`src/rtl/himax_roi_scheduler.sv`:
```
// himax_roi_scheduler
// Frame-level controller for the Himax video downscale/readout path. Steps through a rotation
// of quadrant/centre windows (one per captured frame), inserts full-frame captures on request,
// arms the video process block and hands every completed capture to the ML engine.
//
// Ports:
//   clk, resetn   - system clock, asynchronous active-low reset
//   i_enable      - run the rotation while high
//   i_cam_vsync   - raw sensor vsync, low during vertical blanking (asynchronous)
//   i_full_req    - pulse: request one full-frame capture (window 5)
//   i_rd_done     - video process has finished writing the armed frame (rising edge used)
//   i_ml_done     - pulse: ML engine finished with the last capture
//   o_frame_sel   - window select to the video process (0..4, 5 = full frame)
//   o_rd_rdy      - arm request to the video process
//   o_ml_start    - pulse: capture ready for ML
//   o_roi_tag     - window of the capture announced by o_ml_start
//   o_busy        - controller is not idle
//   o_err         - sticky capture-timeout flag
//   o_frame_cnt   - number of completed captures (wrapping)
module himax_roi_scheduler #(
    parameter logic [4:0]  ROI_MASK       = 5'b11111,
    parameter int unsigned TIMEOUT_FRAMES = 3
) (
    input  logic        clk,
    input  logic        resetn,
    input  logic        i_enable,
    input  logic        i_cam_vsync,
    input  logic        i_full_req,
    input  logic        i_rd_done,
    input  logic        i_ml_done,
    output logic [2:0]  o_frame_sel,
    output logic        o_rd_rdy,
    output logic        o_ml_start,
    output logic [2:0]  o_roi_tag,
    output logic        o_busy,
    output logic        o_err,
    output logic [15:0] o_frame_cnt
);

    typedef enum logic [1:0] {StIdle, StArm, StCapture, StMl} state_e;

    localparam logic [2:0] SelFull    = 3'd5;
    localparam logic [3:0] TimeoutLim = TIMEOUT_FRAMES[3:0];

    state_e      state_q, state_d;
    logic        vs_s1_q, vs_s2_q, vblank_q, vb_rise_q, rd_done_q;
    logic        vblank, rd_edge, full_pend;
    logic [2:0]  sel_q, sel_d, tag_q, tag_d, idx_q, idx_d, next_idx, cand;
    logic [3:0]  sum;
    logic        rdy_q, rdy_d, start_q, start_d, err_q, err_d, full_q, full_d;
    logic [3:0]  to_q, to_d;
    logic [15:0] cnt_q, cnt_d;

    assign vblank  = ~vs_s2_q;
    assign rd_edge = i_rd_done & ~rd_done_q;

    // Next window after idx_q: scan idx+1 .. idx+5 (mod 5); descending loop so the nearest wins.
    // The idx+5 step lands on idx itself, which reselects a lone window.
    always_comb begin
        next_idx = SelFull;
        sum      = '0;
        cand     = '0;
        for (int k = 5; k >= 1; k--) begin
            sum  = {1'b0, idx_q} + 4'(k);
            cand = (sum >= 4'd5) ? 3'(sum - 4'd5) : sum[2:0];
            if (ROI_MASK[cand]) begin
                next_idx = cand;
            end
        end
    end

    // State and datapath registers.
    always_ff @(posedge clk or negedge resetn) begin
        if (!resetn) begin
            // Sync chain resets to "not blanking" so release never fakes a vblank edge.
            vs_s1_q   <= 1'b1;
            vs_s2_q   <= 1'b1;
            vblank_q  <= 1'b0;
            vb_rise_q <= 1'b0;
            rd_done_q <= 1'b0;
            state_q   <= StIdle;
            sel_q     <= '0;
            tag_q     <= '0;
            idx_q     <= 3'd4;
            rdy_q     <= 1'b0;
            start_q   <= 1'b0;
            err_q     <= 1'b0;
            full_q    <= 1'b0;
            to_q      <= '0;
            cnt_q     <= '0;
        end else begin
            vs_s1_q   <= i_cam_vsync;
            vs_s2_q   <= vs_s1_q;
            vblank_q  <= vblank;
            vb_rise_q <= vblank & ~vblank_q;
            rd_done_q <= i_rd_done;
            state_q   <= state_d;
            sel_q     <= sel_d;
            tag_q     <= tag_d;
            idx_q     <= idx_d;
            rdy_q     <= rdy_d;
            start_q   <= start_d;
            err_q     <= err_d;
            full_q    <= full_d;
            to_q      <= to_d;
            cnt_q     <= cnt_d;
        end
    end

    // Next-state and datapath updates.
    always_comb begin
        state_d   = state_q;
        sel_d     = sel_q;
        tag_d     = tag_q;
        idx_d     = idx_q;
        rdy_d     = rdy_q;
        start_d   = 1'b0;
        err_d     = err_q;
        to_d      = to_q;
        cnt_d     = cnt_q;
        // A request arriving in the consuming cycle still counts.
        full_pend = full_q | i_full_req;
        full_d    = full_pend;
        case (state_q)
            StIdle: begin
                if (i_enable) state_d = StArm;
            end
            StArm: begin
                if (!i_enable) begin
                    state_d = StIdle;
                end else if (vb_rise_q) begin
                    sel_d   = full_pend ? SelFull : next_idx;
                    rdy_d   = 1'b1;
                    to_d    = '0;
                    full_d  = 1'b0;
                    state_d = StCapture;
                end
            end
            StCapture: begin
                // Done has priority over a coincident vblank edge.
                if (rd_edge) begin
                    rdy_d   = 1'b0;
                    start_d = 1'b1;
                    tag_d   = sel_q;
                    cnt_d   = cnt_q + 16'd1;
                    state_d = StMl;
                end else if (vb_rise_q && (to_q + 4'd1 >= TimeoutLim)) begin
                    err_d   = 1'b1;
                    rdy_d   = 1'b0;
                    state_d = StArm;
                end else if (!i_enable) begin
                    rdy_d   = 1'b0;
                    state_d = StIdle;
                end else if (vb_rise_q) begin
                    to_d = to_q + 4'd1;
                end
            end
            StMl: begin
                if (i_ml_done) begin
                    // Full-frame captures do not advance the rotation.
                    if (tag_q != SelFull) idx_d = tag_q;
                    state_d = i_enable ? StArm : StIdle;
                end
            end
            default: state_d = StIdle;
        endcase
    end

    // Outputs.
    always_comb begin
        o_frame_sel = sel_q;
        o_rd_rdy    = rdy_q;
        o_ml_start  = start_q;
        o_roi_tag   = tag_q;
        o_busy      = (state_q != StIdle);
        o_err       = err_q;
        o_frame_cnt = cnt_q;
    end

endmodule

```
`config.mk`:
```
export PLATFORM = sky130hd
export DESIGN_NAME = himax_roi_scheduler
export DESIGN_NICKNAME = d
export VERILOG_FILES = /design/src/rtl/himax_roi_scheduler.sv
export SDC_FILE = /design/constraint.sdc
export NUM_CORES = 1
export LEC_CHECK = 0
export CAP_MARGIN = 30
export CORE_ASPECT_RATIO = 0.6
export CORE_MARGIN = 3
export CORE_UTILIZATION = 35
export CTS_CLUSTER_DIAMETER = 50
export DETAILED_ROUTE_END_ITERATION = 10
export GPL_ROUTABILITY_DRIVEN = 1
export HOLD_SLACK_MARGIN = 0.08
export PLACE_DENSITY_LB_ADDON = 0.2
export SLEW_MARGIN = 25
export SYNTH_ARGS = -nofsm -noshare
export SYNTH_HDL_FRONTEND = slang
export SYNTH_SLANG_ARGS = --single-unit
```
`constraint.sdc`:
```
create_clock -name clk -period 2.15 [get_ports clk]
set_input_delay 0.3225 -clock clk [delete_from_list [all_inputs] [get_ports clk]]
set_output_delay 0.3225 -clock clk [all_outputs]
set_load 0.03 [all_outputs]
```
Word level (Yosys, flattened, before mapping)

Memories as Yosys holds them, arrays and structs flattened.
Cells that the tools add are included.

Register bits after elaboration: 40
ROM bits: 40
Input bits: 7
Output and inout port bits: 26
Logic and storage cells: 118
Memories: 5

Memories:

| name             | depth | bits a word | rd ports | clocked after memory_dff | write ports | line | text |
|---|---|---|---|---|---|---|---|
| (name not given) | 8     | 1           | 1        | 0                        | 0           | 66   | `if (ROI_MASK[cand]) begin` |
| (name not given) | 8     | 1           | 1        | 0                        | 0           | 66   |  |
| (name not given) | 8     | 1           | 1        | 0                        | 0           | 66   |  |
| (name not given) | 8     | 1           | 1        | 0                        | 0           | 66   |  |
| (name not given) | 8     | 1           | 1        | 0                        | 0           | 66   |  |

Add/sub/neg operators: 12
Magnitude comparators: 11
Eq/ne operators: 14
Mux-type cells: 43
Bitwise operators: 7
Reductions and logical operators: 11

Operators by type and width:

| cell                                                                   | number |
|---|---|
| 3-bit 2-to-1 mux                                                       | 11 |
| 4-bit 2-to-1 mux                                                       | 6 |
| 4-bit by 3-bit >= comparator with 1-bit output (second input constant) | 5 |
| 3-bit by 4-bit < comparator with 1-bit output (second input constant)  | 5 |
| 16-bit by 1-bit adder with 16-bit output (second input constant)       | 1 |
| 1-bit 2-to-1 mux                                                       | 16 |
| 2-bit inequality test (second input constant)                          | 8 |
| 3-bit subtractor (second input constant)                               | 5 |
| 2-bit 2-to-1 mux                                                       | 7 |
| 3-bit AND reduction                                                    | 3 |
| 3-bit by 2-bit adder with 4-bit output (second input constant)         | 2 |
| 3-bit by 3-bit adder with 4-bit output (second input constant)         | 2 |
| 2-bit one-hot mux with 4 select lines                                  | 1 |
| 4-bit one-hot mux with 2 select lines                                  | 1 |
| 4-bit AND reduction                                                    | 2 |
| 7-bit AND reduction                                                    | 1 |
| 3-bit inequality test (second input constant)                          | 2 |
| 3-bit by 1-bit adder with 4-bit output (second input constant)         | 1 |
| 4-bit by 1-bit adder with 4-bit output (second input constant)         | 1 |
| 2-bit == test (second input constant)                                  | 2 |
| 4-bit by 2-bit >= comparator with 1-bit output (second input constant) | 1 |
| 4-bit inequality test (second input constant)                          | 1 |
| 1-bit inverter                                                         | 4 |
| 2-bit nonzero test                                                     | 2 |
| 7 further kinds                                                        | 8 |

Logic depth before layout (Yosys ltp)

Word-level depth: 11
Depth in mapped cells: 7
Depth with buffers taken out: 6

Worst setup path before layout

No wires, ideal clock.

Path type: register to register
From: register state_q[0]
To: register cnt_q[12] (netlist: o_frame_cnt[12])
Setup time: 0.133 ns
Arrival time: 1.384 ns
Required time: 2.017 ns
Setup slack: 0.633 ns
Cell stages (with the launch flop): 8
Path buffers: 2
Path through: dfrtp_1 buf_6 nand4bb_4 inv_4 and4_1 buf_6 nand4_4 xnor2_2

Longest elaborated chain between the ends: 2

Ends and longest elaborated chain:

| what                          | line | text |
|---|---|---|
| start, declared               | 45   | `state_e state_q, state_d;` |
| start signal, assigned        | 81   | `state_q <= StIdle;` |
| start signal, assigned        | 97   | `state_q <= state_d;` |
| 2-bit == test                 | 124  | `case (state_q)` |
| 2-bit AND reduction (no line) | -    |  |
| end signal, assigned          | 106  | `cnt_q <= cnt_d;` |
| end, declared                 | 52   | `logic [15:0] cnt_q, cnt_d;` |

Every way passes these cells.
A chain may end at the register's enable or synchronous reset.

Final worst setup path

From: register state_q[1]
To: output o_busy

Longest elaborated chain between the ends: 1

Ends and longest elaborated chain:

| what               | line | text |
|---|---|---|
| 2-bit nonzero test | 175  | `o_busy = (state_q != StIdle);` |
| end, declared      | 35   | `output logic o_busy,` |

Every way passes these cells.

==> flow_summary.json <==
{
  "routed_wl_microns": 3870,
  "antenna_found_initial": 0,
  "cp_slowest_stage_delay_ns": 0.59,
  "crit_arrival_ns": 1.71,
  "grt_pass1_wl_microns": 6820,
  "fin_util_pct": 48.6,
  "finalCriticalPeriod_ns": 2.03,
  "syn_avg_cell_area_sq_um": 11.8,
  "combPwrFrac_pct": 31.0,
  "synth_flop_cell": "dfrtp_1",
  "tritoncts": "built",
  "cts.clk_slew.worst_paths_ns": 0.08,
  "switchingPower_mw": 0.869,
  "cp-end-kind": "output pin",
  "die_h_microns": 62.1,
  "grt_pass1_vias": 1323,
  "crit_chain": "or2_2 -> clkdlybuf4s50_1",
  "cp-startpoint": "state_q[1]$_DFFE_PN0P_",
  "start_util_pct": 38.2,
  "clock_sinks": 40,
  "cts-buffers-inserted": 5,
  "postSynthCellCount": 156,
  "slew_violations": 0,
  "grt_max_degree": 25,
  "synthDistinctLibCells": 41,
  "ys_ff_latch": 40,
  "maxSlewHeadroom_pct": 68.6,
  "p_leak_nw": 1.02,
  "clock-root-buffer": "clkbuf_8",
  "critPathTopFamily": "buffers and inverters",
  "cp_max_fo": 8,
  "status": "completed",
  "cp_data_required_time_ns": 1.83,
  "fin_setup_tns_ns": 0,
  "skew_ns": 0.00865,
  "fin_crit_sh_pct": 94.3,
  "syn_area_sq_um": 1840,
  "p_per_area_nw_per_um2": 1060,
  "hold_end": "vs_s2_q$_DFF_PN1_",
  "async_flop_share_pct": 100,
  "cts_resized": 0,
  "worst_slack_ns": 0.122,
  "cp_slowest_cell": "clkdlybuf4s50_1",
  "firstDrtPassIters": 4,
  "clk_path_buf_depth": 2,
  "num_vias": 1303,
  "p_clk_share_pct": 24.4,
  "seq_power_share_pct": 44.6,
  "io_pins": 33,
  "drt.antenna.violating_nets": 0,
  "post-place-ws_ns": 0.165,
  "synth_top_cell_by_area": "dfrtp_1",
  "port_buffers": 32,
  "synth-edff-count": 0,
  "yosys_warnings": 0,
  "dp_hpwl_microns": 2880,
  "dieArea_sq_um": 6180,
  "final_hold_viol_count": 0,
  "layout.cells.non_filler": 259,
  "path_class": "reg2out",
  "synth_area_leaders": "dfrtp_1 (50%), xnor2_1 (5.7%), dfstp_2 (4.3%)",
  "setup_violations": 0,
  "layout-area-overhead-vs-synth_pct": 27.2,
  "yosys.cell_count.top_type": "dfrtp_1",
  "critPathLaunchType": "flip-flop",
  "rsz0062_at_grt": "no",
  "peakVddDrop_uv": 480,
  "place.gp.congestion": 0.733,
  "timing.rr.end": "o_frame_cnt[14]$_DFFE_PN0P_",
  "cts_htree_levels": 2,
  "floorplan.rows": 19,
  "fp.coreArea_sq_um": 4800,
  "nNetsFinal": 207,
  "die_w_microns": 99.5,
  "diodes": 0,
  "hp-start": "vs_s1_q$_DFF_PN1_",
  "hp-class": "reg2reg",
  "ys_seq_area_share_pct": 54.7,
  "synthesis.nets": 168,
  "vias_per_cell": 5.03,
  "synth_top_area_share_pct": 50.4,
  "dp.cells": 250,
  "rrSetupSlack_ns": 0.46,
  "post-route-drc-count": 0,
  "track_usage_pct": 13.8,
  "wire_per_inst_microns": 14.9,
  "p_sw_share_pct": 35.2,
  "holdPathStages": 0,
  "ff2ff_path_depth": 5,
  "critPathBufInv": 1,
  "insertion_delay_ns": 0.29,
  "fill_cells": 455,
  "synth_common_cells": "dfrtp_1 (37), nand2_1 (13), xnor2_1 (12)",
  "timing.fmax_ghz": 0.493,
  "maxCapViolations": 0,
  "rr_startpoint": "state_q[0]$_DFFE_PN0P_",
  "grt-ovfl-total": 0,
  "first_iter_violations": 51,
  "p_int_mw": 1.60,
  "worst_pin_slew_ns": 0.469,
  "final_layout_size_suffix_gt1_share_pct": 11.7
}
==> kinds of logic (layout without fill, tap and decap cells) <==
family,count (synthesis),after routing,synth area share [%]
flops,40,40,54.7
compound gates,25,25,9.27
mux,5,5,2.93
simple gates,54,54,18.4
buf+inv,11,51,3.27
fa+ha+maj,5,5,3.41
xor+xnor,16,16,8.04
==> sequential cells by signal, summed over array words and instances (netlist names), 2 cells and up <==
name and flops:
to_q 4, idx_q 3, o_frame_cnt 16, o_frame_sel 3, o_roi_tag 3, state_q 2
==> per-stage QoR <==
stage	cell area (sq um)	power, mW	hold slack (ns)
after global placement	2220	1.86	0.259
after global routing	2340	2.64	0.369
final	2340	2.47	0.365
after floorplan	1840	1.56	0.0269
after CTS	2340	2.50	0.363
after detailed placement	2220	1.88	0.269
==> metal layers <==
metal	global-route usage, %	wire, microns	vias up
li1	-	-	629
met1	21.3	2100	644
met2	18.0	1570	25
met3	4.47	168	5
met4	4.60	38	0
met5	0	0	-
==> power groups by stage <==
stage	combinational [mW]	sequential, mW	clock (mW)
global placement	0.750	1.11	0
detailed placement	0.769	1.11	0
global route	0.852	1.13	0.652
finish	0.767	1.10	0.603
CTS	0.774	1.10	0.621
floorplan	0.343	1.22	0
==> worst max-delay path by stage <==
stage | end | cells past startpoint
6_report | o_busy | 2
5_1_grt | o_busy | 2
4_1_cts | o_busy | 2
3_5_place_dp | o_frame_cnt[14]$_DFFE_PN0P_ | 6
3_3_place_gp | o_frame_cnt[14]$_DFFE_PN0P_ | 6
2_1_floorplan | o_frame_cnt[12]$_DFFE_PN0P_ | 7
==> cell usage in the layout, fill, tap and decap left out, types with 3 or more instances in the layout <==
master,n
a21oi_1,6
a31oi_1,3
and3_1,4
and4_1,4
clkbuf_8,5
clkdlybuf4s50_1,31
dfrtp_1,37
dfstp_2,3
ha_1,5
inv_1,7
mux2_2,3
nand2_1,13
nand2b_1,3
nand3_1,5
nand4_1,3
nor2_1,8
o21ai_0,3
xnor2_1,12
xor2_1,3
==> area by class of cell <==
cell class              count  area [sq um]  share of cell area (%)
flip-flops and latches     40          1000                    43.0
multi-input cells         105           772                    33.0
repair buffers             35           340                    14.6
well taps                  63          78.8                    3.37
clock buffers               6          72.6                    3.11
clock inverters             2          35.0                    1.50
inverters                   8          32.5                    1.39
==> timing repair <==
item,in CTS,in global routing
hold buffers,1,0
setup buffers,0,0
endpoints found under the hold margin,15,0
(Power assumes the default switching activity.)
